--- config.mk ---
export PLATFORM = sky130hd
export DESIGN_NAME = multi_road_signal_ctrl
export DESIGN_NICKNAME = d
export VERILOG_FILES = /design/src/rtl/signal_pkg.sv /design/src/rtl/rr_next_road.sv /design/src/rtl/multi_road_signal_ctrl.sv
export SDC_FILE = /design/constraint.sdc
export NUM_CORES = 1
export LEC_CHECK = 0
export ABC_AREA = 1
export BUFFER_PORTS_ARGS = -buffer_cell sky130_fd_sc_hd__buf_2
export CAP_MARGIN = 0
export CELL_PAD_IN_SITES_DETAIL_PLACEMENT = 1
export CELL_PAD_IN_SITES_GLOBAL_PLACEMENT = 2
export CORE_MARGIN = 2
export CORE_UTILIZATION = 29
export DETAILED_ROUTE_END_ITERATION = 16
export PLACE_DENSITY_LB_ADDON = 0.3
export SLEW_MARGIN = 20
export SYNTH_ARGS = -nofsm -noshare
export SYNTH_HDL_FRONTEND = slang
export SYNTH_SLANG_ARGS = --single-unit
--- constraint.sdc ---
create_clock -name clk -period 2.7 [get_ports clk]
set_input_delay 0.135 -clock clk [delete_from_list [all_inputs] [get_ports clk]]
set_output_delay 0.135 -clock clk [all_outputs]
set_load 0.05 [all_outputs]
--- src/rtl/signal_pkg.sv ---
// Shared phase codes and duration helpers for the intersection signal controllers.
package signal_pkg;

  typedef enum logic [1:0] {
    PH_ALL_RED = 2'd0,
    PH_GREEN   = 2'd1,
    PH_YELLOW  = 2'd2
  } phase_e;

  // Longest of the three phase durations; sizes the shared phase timer.
  function automatic int max_dur(input int a, input int b, input int c);
    int m;
    m = a;
    if (b > m) m = b;
    if (c > m) m = c;
    return m;
  endfunction

endpackage

--- src/rtl/rr_next_road.sv ---
// Round-robin picker: first demanding road after cur_road, with cur_road itself checked last.
// Purely combinational; no flow control.
module rr_next_road #(
  parameter int NUM_ROADS  = 3,
  parameter bit SKIP_EMPTY = 1'b1
) (
  input  logic [NUM_ROADS-1:0]         demand,
  input  logic [$clog2(NUM_ROADS)-1:0] cur_road,
  output logic [$clog2(NUM_ROADS)-1:0] next_road,
  output logic                         found
);

  localparam int RW = $clog2(NUM_ROADS);

  logic [2*NUM_ROADS-1:0] dbl;
  logic [NUM_ROADS-1:0]   rot;
  logic [RW:0]            start;
  logic [RW:0]            off;
  logic [RW:0]            sum;

  // Rotate demand so bit k is road (cur_road+1+k) mod NUM_ROADS; the extra bit keeps cur_road+1 from wrapping.
  assign dbl   = {demand, demand};
  assign start = {1'b0, cur_road} + (RW+1)'(1);
  assign rot   = NUM_ROADS'(dbl >> start);

  always_comb begin
    off   = '0;
    found = 1'b0;
    sum   = '0;
    for (int k = NUM_ROADS-1; k >= 0; k--) begin
      if (rot[k]) begin
        off   = (RW+1)'(k);
        found = 1'b1;
      end
    end
    if (!SKIP_EMPTY) begin
      off   = '0;
      found = 1'b1;
    end
    sum = start + off;
    if (sum >= (RW+1)'(NUM_ROADS)) sum = sum - (RW+1)'(NUM_ROADS);
    next_road = sum[RW-1:0];
  end

endmodule

--- src/rtl/multi_road_signal_ctrl.sv ---
// N-road signal sequencer: ALL_RED -> GREEN -> YELLOW round-robin, skipping roads without demand.
// All outputs registered and change on the state edge; enable=0 freezes timer, state and lamps.
module multi_road_signal_ctrl
  import signal_pkg::*;
#(
  parameter int NUM_ROADS  = 3,
  parameter int GREEN_CYC  = 6,
  parameter int YELLOW_CYC = 2,
  parameter int ALLRED_CYC = 1,
  parameter bit SKIP_EMPTY = 1'b1
) (
  input  logic                         clk,
  input  logic                         reset_n,
  input  logic                         enable,
  input  logic [NUM_ROADS-1:0]         car_present,
  output logic [NUM_ROADS-1:0]         red,
  output logic [NUM_ROADS-1:0]         yellow,
  output logic [NUM_ROADS-1:0]         green,
  output logic [$clog2(NUM_ROADS)-1:0] active_road,
  output logic [1:0]                   phase
);

  localparam int RW = $clog2(NUM_ROADS);
  localparam int TW = $clog2(max_dur(GREEN_CYC, YELLOW_CYC, ALLRED_CYC)) + 1;

  localparam logic [TW-1:0] T_GREEN  = TW'(GREEN_CYC - 1);
  localparam logic [TW-1:0] T_YELLOW = TW'(YELLOW_CYC - 1);
  localparam logic [TW-1:0] T_ALLRED = TW'(ALLRED_CYC - 1);

  phase_e          state;
  logic [TW-1:0]   timer;
  logic [RW-1:0]   next_road;
  logic            found;

  rr_next_road #(
    .NUM_ROADS  (NUM_ROADS),
    .SKIP_EMPTY (SKIP_EMPTY)
  ) u_pick (
    .demand    (car_present),
    .cur_road  (active_road),
    .next_road (next_road),
    .found     (found)
  );

  function automatic logic [NUM_ROADS-1:0] road_bit(input logic [RW-1:0] r);
    road_bit    = '0;
    road_bit[r] = 1'b1;
  endfunction

  always_ff @(posedge clk or negedge reset_n) begin
    if (!reset_n) begin
      state       <= PH_ALL_RED;
      timer       <= T_ALLRED;
      active_road <= RW'(NUM_ROADS - 1);
      red         <= '1;
      yellow      <= '0;
      green       <= '0;
    end else if (enable) begin
      case (state)
        PH_ALL_RED: begin
          // With no demand the timer parks at zero and demand is re-polled every cycle.
          if (timer != '0) begin
            timer <= timer - TW'(1);
          end else if (found) begin
            state       <= PH_GREEN;
            timer       <= T_GREEN;
            active_road <= next_road;
            green       <= road_bit(next_road);
            red         <= ~road_bit(next_road);
          end
        end
        PH_GREEN: begin
          if (timer != '0) begin
            timer <= timer - TW'(1);
          end else begin
            state  <= PH_YELLOW;
            timer  <= T_YELLOW;
            yellow <= green;
            green  <= '0;
          end
        end
        PH_YELLOW: begin
          if (timer != '0) begin
            timer <= timer - TW'(1);
          end else begin
            state  <= PH_ALL_RED;
            timer  <= T_ALLRED;
            red    <= '1;
            yellow <= '0;
          end
        end
        default: begin
          state  <= PH_ALL_RED;
          timer  <= T_ALLRED;
          red    <= '1;
          yellow <= '0;
          green  <= '0;
        end
      endcase
    end
  end

  assign phase = state;

endmodule

### After elaboration in Yosys (flattened, before gate mapping)

Cells that the tools add are included.
W data, S select, Z words.

| storage, ports and cells | value |
|---|---|
| flip-flop bits (word level) | 17 |

| cells by class | value |
|---|---|
| equality and inequality tests | 7 |
| order comparisons | 3 |
| muxes and demuxes | 29 |
| shift-type cells | 1 |
| $add $sub $neg | 4 |
| reduce and logical (&&, ||, !) cells | 9 |
| bitwise gates (word level) | 5 |

Operators with widths:

| cell | number |
|---|---|
| $pmux W3 S3 | 3 |
| $mux W3 | 7 |
| $mux W2 | 8 |
| $mux W4 | 4 |
| $reduce_and A5 Y1 | 3 |
| $pmux W4 S3 | 1 |
| $ne A2 B2 Y1 const B | 4 |
| $reduce_and A4 Y1 | 2 |
| $pmux W2 S3 | 1 |
| $shr A6 B3 Y3 | 1 |
| $mux W1 | 4 |
| $not A1 Y1 | 4 |
| $reduce_bool A4 Y1 | 1 |
| $sub A4 B1 Y4 const B | 1 |
| $add A2 B1 Y3 const B | 1 |
| $add A3 B2 Y3 | 1 |
| $ge A3 B2 Y1 const B | 1 |
| $lt A2 B3 Y1 const B | 1 |
| $ne A3 B3 Y1 const B | 1 |
| $not A3 Y3 | 1 |
| $demux W1 S2 | 1 |
| $eq A2 B1 Y1 const B | 1 |
| $eq A2 B2 Y1 const B | 1 |
| $ge A2 B1 Y1 const B | 1 |
| 4 further kinds | 4 |

### Longest topological paths before layout

Gate-level depths: netlist of run 1.

| logic depth | value |
|---|---|
| depth after elaboration | 16 |
| depth in mapped cells | 17 |

### By module

From an unflattened synthesis of run 1, not the netlist that was laid out.

| second synthesis, totals | value |
|---|---|
| cells, all modules | 160 |
| area, all modules | 1168.6 sq um |

By module, submodules not included:

| module | instances | cells each | area each (sq um) |
|---|---|---|---|
| multi_road_signal_ctrl | 1 | 128 | 988.4 |
| rr_next_road | 1 | 32 | 180.2 |

### Worst setup path before layout of run 1

Ideal clock, no wire load.

| timing | value |
|---|---|
| path kind | flip-flop to flip-flop |
| start point | register active_road[0] |
| end point | register green[2] |
| setup time | 65 ps |
| required time | 2635 ps |
| stages on the path, launching flop included | 17 |
| slack | -108 ps |
| data arrival time | 2743 ps |
| path through | dfrtp_1 -> inv_2 -> nand2_2 -> nand3_2 -> nand2_2 -> nand3_1 -> ha_1 -> inv_1 -> fa_1 -> ha_1 -> nor2_1 -> o21ai_2 -> nand2_1 -> nand2_1 -> nor3_1 -> nand3_1 -> nand2_1 |

| on the way | value |
|---|---|
| longest elaborated chain between the ends | 15 |

RTL lines:

| element | RTL line | source |
|---|---|---|
| start: declaration | multi_road_signal_ctrl.sv:19 | `output logic [$clog2(NUM_ROADS)-1:0] active_road,` |
| start signal: assignment | multi_road_signal_ctrl.sv:54 | `active_road <= RW'(NUM_ROADS - 1);` |
| start signal: assignment | multi_road_signal_ctrl.sv:67 | `active_road <= next_road;` |
| $add A2 B1 Y3 * | rr_next_road.sv:23 | `assign start = {1'b0, cur_road} + (RW+1)'(1);` |
| $shr A6 B3 Y3 | rr_next_road.sv:24 | `assign rot = NUM_ROADS'(dbl >> start);` |
| $mux W2 (3 in series) | rr_next_road.sv:31 | `if (rot[k]) begin` |
| $add A3 B2 Y3 | rr_next_road.sv:40 | `sum = start + off;` |
| $ge A3 B2 Y1 / $sub A2 B2 Y2 (equally long branches) | rr_next_road.sv:41 | `if (sum >= (RW+1)'(NUM_ROADS)) sum = sum - (RW+1)'(NUM_ROADS);` |
| $mux W2 | rr_next_road.sv:41 |  |
| $lt A2 B3 Y1 (implied by the code) / $ge A2 B1 Y1 (equally long branches) | multi_road_signal_ctrl.sv:47 | `road_bit[r] = 1'b1;` |
| $logic_and A1 B1 Y1 (implied by the code) | multi_road_signal_ctrl.sv:47 |  |
| $mux W1 (implied by the code) | multi_road_signal_ctrl.sv:47 |  |
| $demux W1 S2 | multi_road_signal_ctrl.sv:47 |  |
| $mux W3 | multi_road_signal_ctrl.sv:64 | `end else if (found) begin` |
| $mux W3 | multi_road_signal_ctrl.sv:62 | `if (timer != '0) begin` |
| $pmux W3 S3 | multi_road_signal_ctrl.sv:59 | `case (state)` |
| end signal: assignment | multi_road_signal_ctrl.sv:68 | `green <= road_bit(next_road);` |
| end: declaration | multi_road_signal_ctrl.sv:18 | `output logic [NUM_ROADS-1:0] green,` |

Every way passes the cells marked *; elsewhere a longest branch is shown, timed or not. The select of a mux whose other input is x is not followed.
A chain may end at the register's enable or synchronous reset.

### Worst setup path in the final report of run 1

| timing | value |
|---|---|
| start point | register active_road[1] |
| end point | register green[0] |

The elaborated chain is that of the path after synthesis.

==> results of run 1 <==
## worst register-to-register path: stages (launching register included)
cell,delay (ns)
sky130_fd_sc_hd__dfstp_4,0.66
sky130_fd_sc_hd__inv_4,0.05
sky130_fd_sc_hd__nand3_2,0.07
sky130_fd_sc_hd__nand2_2,0.07
sky130_fd_sc_hd__buf_4,0.15
sky130_fd_sc_hd__nand2_4,0.06
sky130_fd_sc_hd__nor2_4,0.03
sky130_fd_sc_hd__fa_1,0.54
sky130_fd_sc_hd__buf_4,0.13
sky130_fd_sc_hd__inv_1,0.07
sky130_fd_sc_hd__o21ai_4,0.23
sky130_fd_sc_hd__nand2_2,0.10
sky130_fd_sc_hd__o21ai_4,0.10
sky130_fd_sc_hd__nand2_2,0.07
sky130_fd_sc_hd__nor2_2,0.10
sky130_fd_sc_hd__nand3_1,0.10
sky130_fd_sc_hd__nand2_1,0.07
## per-layer routing
| metal | GRT usage | wire length [µm] | up-vias | part of all wire |
|---|---|---|---|---|
| li1 | - | - | 529 | - |
| met1 | 0.1702 | 1280 | 499 | 0.43 |
| met2 | 0.2549 | 1589 | 15 | 0.54 |
| met3 | 0.02138 | 80 | 2 | 0.027 |
| met4 | 0.04500 | 18 | 0 | 0.0061 |
| met5 | 0 | 0 | - | 0 |
## state kept, by name, indices dropped and copies added, names as in the netlist
register,flops
active_road,2
timer,4
phase,2
yellow,3
red,3
green,3
## layout make-up
| type | instances | area [µm²] |
|---|---|---|
| Clock buffer | 3 | 41.29 |
| Clock inverter | 1 | 5.005 |
| Fill cell | 491 | 2410 |
| Inverter | 20 | 80.08 |
| Multi-Input combinational cell | 108 | 773.2 |
| Sequential cell | 17 | 435.4 |
| Tap cell | 50 | 62.56 |
| Timing Repair Buffer | 27 | 163.9 |
## what timing repair did
item | CTS | global route
endpoints found under the hold margin | 13 | 0
setup buffers | 3 | 2
endpoints found under the setup margin | 3 | 6
pin swaps | 8 | 13
hold buffers | 1 | 0
resized for setup | 6 | 20
## path summary, 6_finish.rpt
path	to	slack [ns]	start
max in group asynchronous	red[1]	2.04	reset_n
worst min register to register	red[1]	0.46	red[1]
worst max register to register	green[0]	0.04	active_road[1]
min in group asynchronous	timer[0]	0.34	reset_n
worst min-delay path	phase[1]	0.28	enable
worst max-delay path	green[0]	0.04	active_road[1]
## kinds of logic after synthesis
| kind of cell | count (synthesis) | synth area share |
|---|---|---|
| fa+ha+maj | 5 | 0.05914 |
| buf+inv | 20 | 0.06547 |
| compound gates | 17 | 0.09715 |
| simple gates | 84 | 0.4002 |
| xor+xnor | 2 | 0.01479 |
| flops | 17 | 0.3633 |
## cell usage after synthesis (2+ instances only)
library cell	n
sky130_fd_sc_hd__dfrtp_1	13
sky130_fd_sc_hd__nand2_1	37
sky130_fd_sc_hd__a21oi_1	2
sky130_fd_sc_hd__nand2_4	6
sky130_fd_sc_hd__nand3_2	3
sky130_fd_sc_hd__nand2_2	9
sky130_fd_sc_hd__o21ai_1	5
sky130_fd_sc_hd__nor2_2	2
sky130_fd_sc_hd__ha_1	4
sky130_fd_sc_hd__nor2_1	4
sky130_fd_sc_hd__o21ai_2	5
sky130_fd_sc_hd__o21ai_0	2
sky130_fd_sc_hd__inv_1	13
sky130_fd_sc_hd__nor2_4	4
sky130_fd_sc_hd__inv_2	6
sky130_fd_sc_hd__dfstp_2	4
sky130_fd_sc_hd__nand3_1	16
## per-stage QoR
| step | cells | setup WS (ns) | util | hold WS [ns] |
|---|---|---|---|---|
| after floorplan | 145 | 0.01309 | - | -0.1606 |
| after detailed placement | 216 | -0.04841 | 0.3444 | 0.09144 |
| after global routing | 226 | -0.08424 | 0.3932 | 0.2885 |
| after global placement | 216 | 0.02898 | 0.3444 | 0.08093 |
| after CTS | 224 | 0.02201 | 0.3693 | 0.2734 |
| final | 226 | 0.04046 | 0.3932 | 0.2828 |
## cells in the final DEF, fill, tap and decap left out, types with 2 or more instances in the layout
master | synthesis | routed
sky130_fd_sc_hd__a21oi_1 | 2 | 2
sky130_fd_sc_hd__buf_2 | 0 | 18
sky130_fd_sc_hd__buf_4 | 0 | 7
sky130_fd_sc_hd__clkbuf_8 | 0 | 3
sky130_fd_sc_hd__dfrtp_1 | 13 | 12
sky130_fd_sc_hd__dfstp_2 | 4 | 3
sky130_fd_sc_hd__ha_1 | 4 | 2
sky130_fd_sc_hd__inv_1 | 13 | 10
sky130_fd_sc_hd__inv_2 | 6 | 8
sky130_fd_sc_hd__inv_4 | 1 | 2
sky130_fd_sc_hd__nand2_1 | 37 | 32
sky130_fd_sc_hd__nand2_2 | 9 | 12
sky130_fd_sc_hd__nand2_4 | 6 | 8
sky130_fd_sc_hd__nand3_1 | 16 | 13
sky130_fd_sc_hd__nand3_2 | 3 | 6
sky130_fd_sc_hd__nor2_2 | 2 | 3
sky130_fd_sc_hd__nor2_4 | 4 | 6
sky130_fd_sc_hd__o21ai_0 | 2 | 2
sky130_fd_sc_hd__o21ai_1 | 5 | 5
sky130_fd_sc_hd__o21ai_2 | 5 | 3
sky130_fd_sc_hd__o21ai_4 | 0 | 2
==> results_dict.tcl, run 1 <==
set metrics [dict create \
    place.port_buffers 18 \
    syn_area_mm2 0.001185 \
    gr-usage-all-layers 0.1410 \
    synthArstFlopShare 1.000 \
    seq_cells_post_synth 17 \
    syn_nets 156 \
    root_cell_of_the_clock_tree "sky130_fd_sc_hd__clkbuf_8" \
    setup_viol_count_final 0 \
    post_synth_main_area_contributors "sky130_fd_sc_hd__dfrtp_1, sky130_fd_sc_hd__nand2_1, sky130_fd_sc_hd__dfstp_2" \
    synthesis.instances 145 \
    cts_tree "done" \
    worst-path-buf-inv 4 \
    path_depth 16 \
    synth.top_cell.area_share 0.2746 \
    final_number_of_max_transition_violations 0 \
    max_clock_freq_mhz 376.0 \
    critPathMostFrequentCell "sky130_fd_sc_hd__nand2_2" \
    num_rows 23 \
    whs_path_depth 3 \
    measured_slew_at_the_worst_slew_check_pin_ns 0.4081 \
    max_slew_margin 0.7279 \
    dr_total_vias 1045 \
    initial_antenna_violation_count 0 \
    drt_iter0_markers 17 \
    wl_per_instance_um 13.13 \
    cts_buffer_depth 2 \
    globalRoute.totalOverflow 0 \
    cts.reportedPaths.clkPinSlew_ns 0.07 \
    clock-sinks 17 \
    min_period_ns 2.660 \
    post_synth_num_cell_types 27 \
    critPathMaxFanout 5 \
    via_count_of_the_first_global_routing_pass 1101 \
    share_of_synthesized_area_occupied_by_flip_flops_and_latches 0.3633 \
    worstSkewPairLatency_ns 0.25 \
    floorplan.initialDensity 0.2984 \
    ff2ff_path_depth 16 \
    detailed_placement_wirelength_estimate_mm 2.335 \
    drt-vias-per-instance 4.624 \
    end_kind "register" \
    critical_path.slowest_cell "sky130_fd_sc_hd__dfstp_4" \
    synth_enable_flop_cells 0 \
    hold_class "in -> reg" \
    cp_data_arrival_time_ns 2.85 \
    die-area_mm2 0.004613 \
    die-height_um 67.92 \
    dieWidth_um 67.92 \
    finalClockSkew_ns 0.001264 \
    detailedRoute.firstPassIterationCount 4 \
    cts_max_level 1 \
    wl_mm 2.968 \
    detailed_place.area_mm2 0.001368 \
    required_ns 2.90 \
    fin_crit_sh 0.9850 \
    fp.coreArea_mm2 0.003971 \
    crit_type "reg -> reg" \
    fin_tns_setup_ns 0 \
    cp_cell_sequence "inv_4 > nand3_2 > nand2_2 > buf_4 > nand2_4 > nor2_4 > fa_1 > buf_4 > inv_1 > o21ai_4 > nand2_2 > o21ai_4 > nand2_2 > nor2_2 > nand3_1 > nand2_1" \
    wire_length_of_the_first_global_routing_pass_mm 4.878 \
    antenna_cells_inserted 0 \
    finalHoldViolations 0 \
    pin_count_of_the_biggest_net_entering_global_routing 18 \
    synth_warnings 0 \
    critPathMaxStageDelay_ns 0.66 \
    cpLargestDelayFamily "simple AND/OR/NAND/NOR gates" \
    synth_top_cell_by_area "sky130_fd_sc_hd__dfrtp_1" \
    cts_buffers 3 \
    finished_cell_area_mm2 0.001562 \
    area_delta_synth_final_pct 31.78 \
    final_layout_size_suffix_gt1_frac 0.5114 \
    average_cell_area_after_synthesis_um2 8.172 \
    gp_congestion 0.7726 \
    drv.max_cap_violation_count 0 \
    post_route_antenna_net_violation_count 0 \
    synthFlopType "sky130_fd_sc_hd__dfrtp_1" \
    io_pins 19 \
    nets 188 \
    number_of_design_rule_violations_left_after_detail_routing 0 \
    worst_setup_path_start_kind "register" \
    unrepaired_setup_endpoints_after_global_routing "yes" \
    run_status "completed" \
]
Power of run 1 is not shown: default switching activity piles up to over one toggle a cycle in this logic, so the estimate is an artifact.
==> inputs of run 2 (changes only) <==
--- a/config.mk
+++ b/config.mk
@@ -11,7 +11,8 @@
 export CELL_PAD_IN_SITES_DETAIL_PLACEMENT = 1
 export CELL_PAD_IN_SITES_GLOBAL_PLACEMENT = 2
 export CORE_MARGIN = 2
-export CORE_UTILIZATION = 29
+export CORE_UTILIZATION = 31
+export CTS_BUF_LIST = sky130_fd_sc_hd__clkbuf_8
 export DETAILED_ROUTE_END_ITERATION = 16
 export PLACE_DENSITY_LB_ADDON = 0.3
 export SLEW_MARGIN = 20
==> run 2 against run 1 <==
Compared with the run above: setup slack gained 0.033 ns; critical path type unchanged; via count is 0.48% higher; clock skew is 0.0039 ns higher; utilization increased by 3.9 points.
==> results_dict.tcl, run 2 (synthesis gave the netlist of run 1 again) <==
set metrics [dict create \
    min_period_ns 2.627 \
    fin_tns_setup_ns 0 \
    place.port_buffers 18 \
    num-fill-cells 448 \
    placed_cells_incl_taps 213 \
    detailedRoute.firstPassIterationCount 4 \
    cp_cell_sequence "buf_6 > nand3_4 > nand3_2 > ha_4 > inv_2 > fa_2 > inv_1 > o21ai_4 > nand2_1 > o21ai_4 > nand2_2 > nor2_4 > nand3_2 > nand2_1" \
    dr_total_vias 1050 \
    cts.reportedPaths.clkPinSlew_ns 0.07 \
    nets 188 \
    cts_max_level 1 \
    end_kind "register" \
    die-height_um 65.83 \
    hold_class "in -> reg" \
    area_delta_synth_final_pct 33.58 \
    setup_viol_count_final 0 \
    io_pins 19 \
    largest_register_ff_count 4 \
    cts_buffer_depth 2 \
    cts_buffers 3 \
    max_clock_freq_mhz 380.7 \
    final_layout_size_suffix_gt1_frac 0.5170 \
    gp_congestion 0.6895 \
    pin_count_of_the_biggest_net_entering_global_routing 18 \
    fp.coreArea_mm2 0.003661 \
    finished_cell_area_mm2 0.001583 \
    detailed_place.area_mm2 0.001358 \
    via_count_of_the_first_global_routing_pass 1087 \
    detailed_placement_wirelength_estimate_mm 2.206 \
    max_slew_margin 0.7320 \
    met3RoutedLength_um 54 \
    die-area_mm2 0.004333 \
    post_route_antenna_net_violation_count 0 \
    cts_tree "done" \
    layout.cells.most_common_list "sky130_fd_sc_hd__nand2_1, sky130_fd_sc_hd__buf_2, sky130_fd_sc_hd__dfrtp_1" \
    drt_iter0_markers 20 \
    gr-usage-all-layers 0.1477 \
    cp_data_arrival_time_ns 2.82 \
    finalHoldViolations 0 \
    worstSkewPairLatency_ns 0.25 \
    clock-sinks 17 \
    run_status "completed" \
    dieWidth_um 65.83 \
    wl_per_instance_um 13.01 \
    critPathMaxStageDelay_ns 0.66 \
    number_of_design_rule_violations_left_after_detail_routing 0 \
    fin_crit_sh 0.9729 \
    unrepaired_setup_endpoints_after_global_routing "yes" \
    worst_setup_path_start_kind "register" \
    floorplan.initialDensity 0.3236 \
    antenna_cells_inserted 0 \
    routed-wl-met2_mm 1.520 \
    final_number_of_max_transition_violations 0 \
    wl_met1_mm 1.321 \
    fin_cells 224 \
    globalRoute.totalOverflow 0 \
    wl_mm 2.914 \
    critical_path.slowest_cell "sky130_fd_sc_hd__dfstp_4" \
    critPathMaxFanout 5 \
    crit_type "reg -> reg" \
    initial_antenna_violation_count 0 \
    num_rows 22 \
    drt-vias-per-instance 4.688 \
    drv.max_cap_violation_count 0 \
    top_layer_used "met4" \
    finalClockSkew_ns 0.005170 \
    wire_length_of_the_first_global_routing_pass_mm 4.899 \
    root_cell_of_the_clock_tree "sky130_fd_sc_hd__clkbuf_8" \
    reg_with_most_ffs "timer" \
    required_ns 2.89 \
    most_frequent_standard_cell_in_the_layout_excluding_fill_and_tap_cells "sky130_fd_sc_hd__nand2_1" \
    measured_slew_at_the_worst_slew_check_pin_ns 0.4020 \
]
-- run 2: metal layers --
layer  vias to the layer above  track usage
li1                        528            -
met1                       510       0.1807
met2                        10       0.2689
met3                         2      0.02044
met4                         0      0.03906
met5                         -            0
-- run 2: area by class of cell --
| type | instances | area, µm² | share of cell area |
|---|---|---|---|
| Tap cell | 48 | 60.06 | 0.03794 |
| Sequential cell | 17 | 435.4 | 0.2751 |
| Multi-Input combinational cell | 108 | 798.3 | 0.5043 |
| Clock inverter | 1 | 3.754 | 0.002372 |
| Timing Repair Buffer | 27 | 163.9 | 0.1036 |
| Inverter | 20 | 80.08 | 0.05059 |
| Clock buffer | 3 | 41.29 | 0.02609 |
-- run 2: metrics by stage --
step | setup WS [ns] | utilization | hold WS [ns]
2_1_floorplan | 0.01309 | - | -0.1606
3_3_place_gp | 0.0009368 | 0.3708 | 0.07761
3_5_place_dp | -0.08963 | 0.3708 | 0.08828
4_1_cts | 0.001524 | 0.4064 | 0.2834
5_1_grt | -0.04755 | 0.4323 | 0.2980
6_report | 0.07324 | 0.4323 | 0.2858
-- run 2: worst paths after layout --
path	from	endpoint	slack [ns]	cells past startpoint
setup / recovery	active_road[1]	green[0]	0.07	14
hold / removal	enable	active_road[1]	0.29	5
setup reg to reg	active_road[1]	green[0]	0.07	14
hold reg to reg	red[1]	red[1]	0.46	2
max in group asynchronous	reset_n	red[1]	2.03	2
min in group asynchronous	reset_n	timer[2]	0.34	2
-- run 2: critical path, delay by kind of cell, from the launching register on --
| kind | cells | cell delay [ns] |
|---|---|---|
| adder cells (fa/ha/maj) | 2 | 0.73 |
| flip-flops | 1 | 0.66 |
| AND/OR/NAND/NOR | 7 | 0.62 |
| AO/OA/AOI/OAI | 2 | 0.30 |
| buffers and inverters | 3 | 0.23 |
-- run 2: what timing repair did --
action                     in CTS  in global routing
setup endpoints to repair       6                  7
pin swaps                       7                 12
hold endpoints to repair       13                  0
hold buffers                    1                  0
setup buffers                   3                  3
gates resized for setup        12                 17
Power of run 2 is left out for the same reason.
==> inputs of run 3 (changes only) <==
--- a/config.mk
+++ b/config.mk
@@ -5,7 +5,6 @@
 export SDC_FILE = /design/constraint.sdc
 export NUM_CORES = 1
 export LEC_CHECK = 0
-export ABC_AREA = 1
 export BUFFER_PORTS_ARGS = -buffer_cell sky130_fd_sc_hd__buf_2
 export CAP_MARGIN = 0
 export CELL_PAD_IN_SITES_DETAIL_PLACEMENT = 1
==> run 3 against run 2 <==
Compared with the run above: final cell count fell by 14%; the flow now finishes with violations (setup timing); via count fell by 4.6%; flip-flop and latch count did not move; wire length fell by 3.1%; first-iteration DRC count rose by 15%; synthesized cell count fell by 18%; clock-buffer cell count did not move; global-route usage rose by 1.2 points; highest routed layer unchanged; largest cell class unchanged.
==> results_dict.tcl, run 3 <==
set metrics [dict create \
    unrepaired_setup_endpoints_after_global_routing "yes" \
    cts_tree "done" \
    antenna_cells_inserted 0 \
    die-area_mm2 0.003984 \
    finalClockSkew_ns 0.005660 \
    reg2reg_to "green[1]" \
    final_number_of_max_transition_violations 0 \
    critPathMaxStageDelay_ns 0.63 \
    utilization 0.4188 \
    yosys.area_share.xor_xnor 0.008083 \
    post_synth_main_area_contributors "sky130_fd_sc_hd__dfrtp_1, sky130_fd_sc_hd__dfstp_2, sky130_fd_sc_hd__ha_1" \
    synthFlopType "sky130_fd_sc_hd__dfrtp_1" \
    wl_per_instance_um 14.63 \
    critical_path.slowest_cell "sky130_fd_sc_hd__dfstp_4" \
    dieWidth_um 63.12 \
    final_layout_size_suffix_gt1_frac 0.3605 \
    worst-path-buf-inv 1 \
    area_delta_synth_final_pct 28.98 \
    power.static_leakage_uw 0.0006483 \
    power.combinational.fraction 0.674 \
    min_period_ns 3.131 \
    largest_register_ff_count 4 \
    switching_power_uw 1004 \
    num_rows 21 \
    floorplan.initialDensity 0.3247 \
    failed_checks "setup timing" \
    synth_enable_flop_cells 0 \
    whs_endpoint "timer[3]" \
    max_slew_margin 0.5990 \
    drt-vias-per-instance 5.192 \
    gr-usage-all-layers 0.1593 \
    end_kind "register" \
    layout.cells.most_common_list "sky130_fd_sc_hd__buf_2, sky130_fd_sc_hd__dfrtp_1, sky130_fd_sc_hd__inv_1" \
    detailedRoute.firstPassIterationCount 4 \
    syn_area_mm2 0.001084 \
    nets 159 \
    met3RoutedLength_um 84 \
    finalHoldViolations 0 \
    synth.most_common_cell "sky130_fd_sc_hd__dfrtp_1" \
    dominant_combinational_cell_family_by_area_after_synthesis "compound AO/OA/AOI/OAI gates" \
    cp_data_arrival_time_ns 3.32 \
    cpLargestDelayFamily "simple AND/OR/NAND/NOR gates" \
    cts_buffer_depth 2 \
    cts.reportedPaths.clkPinSlew_ns 0.07 \
    initial_antenna_violation_count 0 \
    dr_total_vias 1002 \
    crit_start "active_road[1]" \
    setup_viol_count_final 8 \
    worstSkewPairLatency_ns 0.26 \
    top_layer_used "met4" \
    average_cell_area_after_synthesis_um2 9.105 \
    synth_compound_area_frac 0.2367 \
    synth.top_cell.area_share 0.3002 \
    cts_buffers 3 \
    r2r-start "active_road[1]" \
    critPathMostFrequentCell "sky130_fd_sc_hd__ha_2" \
    vdd_ir_drop_max_mv 0.6698 \
    synth_common_cells "sky130_fd_sc_hd__dfrtp_1, sky130_fd_sc_hd__inv_1, sky130_fd_sc_hd__nor2_1, sky130_fd_sc_hd__nand2_1, sky130_fd_sc_hd__a21oi_1" \
    clock-sinks 17 \
    place.port_buffers 18 \
    hold_class "in -> reg" \
    hold_path_origin "enable" \
    num-fill-cells 420 \
    detailed_placement_wirelength_estimate_mm 2.108 \
    required_ns 2.89 \
    fin_crit_sh 1.160 \
    power_frac_seq 0.234 \
    globalRoute.totalOverflow 0 \
    post_synth_num_cell_types 47 \
    root_cell_of_the_clock_tree "sky130_fd_sc_hd__clkbuf_8" \
    crit_type "reg -> reg" \
    drv.max_cap_violation_count 0 \
    synth_top_cell_by_area "sky130_fd_sc_hd__dfrtp_1" \
    post_synth_mux_area_share 0.03926 \
    synthesis.instances 119 \
    cp_cell_sequence "xor2_1 > nor3b_1 > a311oi_1 > ha_2 > inv_1 > fa_1 > ha_2 > or3_4 > o22ai_2 > or4b_1 > nand3_1" \
    wl_met1_mm 1.320 \
    gp_congestion 0.7311 \
    fp.coreArea_mm2 0.003337 \
    reg2reg_slack_ns -0.43 \
    seq_cells_post_synth 17 \
    reg_with_most_ffs "timer" \
    path_depth 11 \
    ff2ff_path_depth 11 \
    share_of_synthesized_area_occupied_by_flip_flops_and_latches 0.3972 \
    critPathMaxFanout 4 \
    io_pins 19 \
    cellPowerDensity_mw_per_mm2 1476 \
    run_status "complete, but fails checks" \
    die-height_um 63.12 \
    synthArstFlopShare 1.000 \
    routed-wl-met2_mm 1.385 \
    netSwitchingFraction 0.4869 \
    drt_iter0_markers 23 \
    final_critical_path_setup_slack_ns -0.4310 \
    most_frequent_standard_cell_in_the_layout_excluding_fill_and_tap_cells "sky130_fd_sc_hd__buf_2" \
    internal_power_uw 1058 \
    via_count_of_the_first_global_routing_pass 1047 \
    whs_path_depth 3 \
    synth_warnings 0 \
    worst_setup_path_start_kind "register" \
    measured_slew_at_the_worst_slew_check_pin_ns 0.5989 \
    syn_nets 130 \
    power.clock.fraction 0.092 \
    adder_and_majority_gate_portion_of_the_synthesized_area 0.06467 \
    pin_count_of_the_biggest_net_entering_global_routing 18 \
    synth_simple_gate_area_frac 0.1928 \
    fin_worst_hold_slack_ns 0.2511 \
    wl_mm 2.824 \
    wire_length_of_the_first_global_routing_pass_mm 5.009 \
    post_route_antenna_net_violation_count 0 \
    cts_max_level 1 \
    number_of_design_rule_violations_left_after_detail_routing 0 \
    max_clock_freq_mhz 319.4 \
]
-- run 3: cell count changes after synthesis, sizes merged, moves of 4 or more --
cell,delta
nand2,-43
clkbuf,+4
a21oi,+4
inv,-9
nand3,-18
o31ai,+4
-- run 3: layout make-up --
class / instances / area (µm²) / share of cell area
flip-flops and latches: 17 / 435.4 / 0.3115
well taps: 46 / 57.56 / 0.04118
clock buffers: 3 / 41.29 / 0.02954
inverters: 11 / 41.29 / 0.02954
repair buffers: 30 / 186.4 / 0.1334
clock inverters: 1 / 3.754 / 0.002686
multi-input cells: 85 / 631.9 / 0.4521
-- run 3: cells by family after synthesis --
| kind of cell | Yosys count |
|---|---|
| buffers and inverters | 17 |
| adder cells (fa/ha/maj) | 5 |
| AO/OA/AOI/OAI | 37 |
| AND/OR/NAND/NOR | 38 |
| XOR/XNOR | 1 |
| flip-flops | 17 |
| multiplexers | 4 |
-- run 3: how the worst max path moves through the flow --
stage	to	slack, ns
after floorplan	green[1]	-0.51
after detailed placement	green[1]	-0.43
after global routing	green[1]	-0.59
final	green[1]	-0.43
after global placement	green[1]	-0.37
after CTS	green[1]	-0.44
-- run 3: routing by layer --
metal / global-route usage / vias to the layer above
li1: - / 484
met5: 0 / -
met2: 0.2660 / 13
met3: 0.03929 / 5
met1: 0.2057 / 500
met4: 0.04167 / 0
-- run 3: power by group through the flow --
stage | Clock (µW) | Sequential (µW) | Combinational (µW)
final | 191 | 482 | 1390
after global routing | 211 | 499 | 1500
after CTS | 200 | 483 | 1300
after detailed placement | 0 | 486 | 1160
after global placement | 0 | 481 | 1120
after floorplan | 0 | 692 | 608
-- run 3: worst reg2reg max path: stages, from the launching register on --
cell and delay (ns):
sky130_fd_sc_hd__dfstp_4 0.63, sky130_fd_sc_hd__xor2_1 0.15, sky130_fd_sc_hd__nor3b_1 0.06, sky130_fd_sc_hd__a311oi_1 0.21, sky130_fd_sc_hd__ha_2 0.21, sky130_fd_sc_hd__inv_1 0.04
sky130_fd_sc_hd__fa_1 0.46, sky130_fd_sc_hd__ha_2 0.20, sky130_fd_sc_hd__or3_4 0.39, sky130_fd_sc_hd__o22ai_2 0.17, sky130_fd_sc_hd__or4b_1 0.45, sky130_fd_sc_hd__nand3_1 0.09
-- run 3: metrics by stage --
step                      setup WS (ns)  setup TNS, ns  instance area, µm²  total power [µW]  std cells
after floorplan                 -0.5136         -1.611                1091              1300        119
after global routing            -0.5904         -3.899                1398              2214        193
after detailed placement        -0.4306         -2.469                1271              1647        185
after global placement          -0.3746         -1.974                1271              1602        185
final                           -0.4310         -2.627                1398              2063        193
after CTS                       -0.4424         -2.260                1373              1982        192
-- run 3: repair_timing --
item	4_1_cts	5_1_grt
gates resized for setup	9	6
hold endpoints to repair	13	0
hold buffers	1	0
buffers inserted	2	1
endpoints found under the setup margin	8	8
No activity file was read; power rests on OpenSTA's default activity.
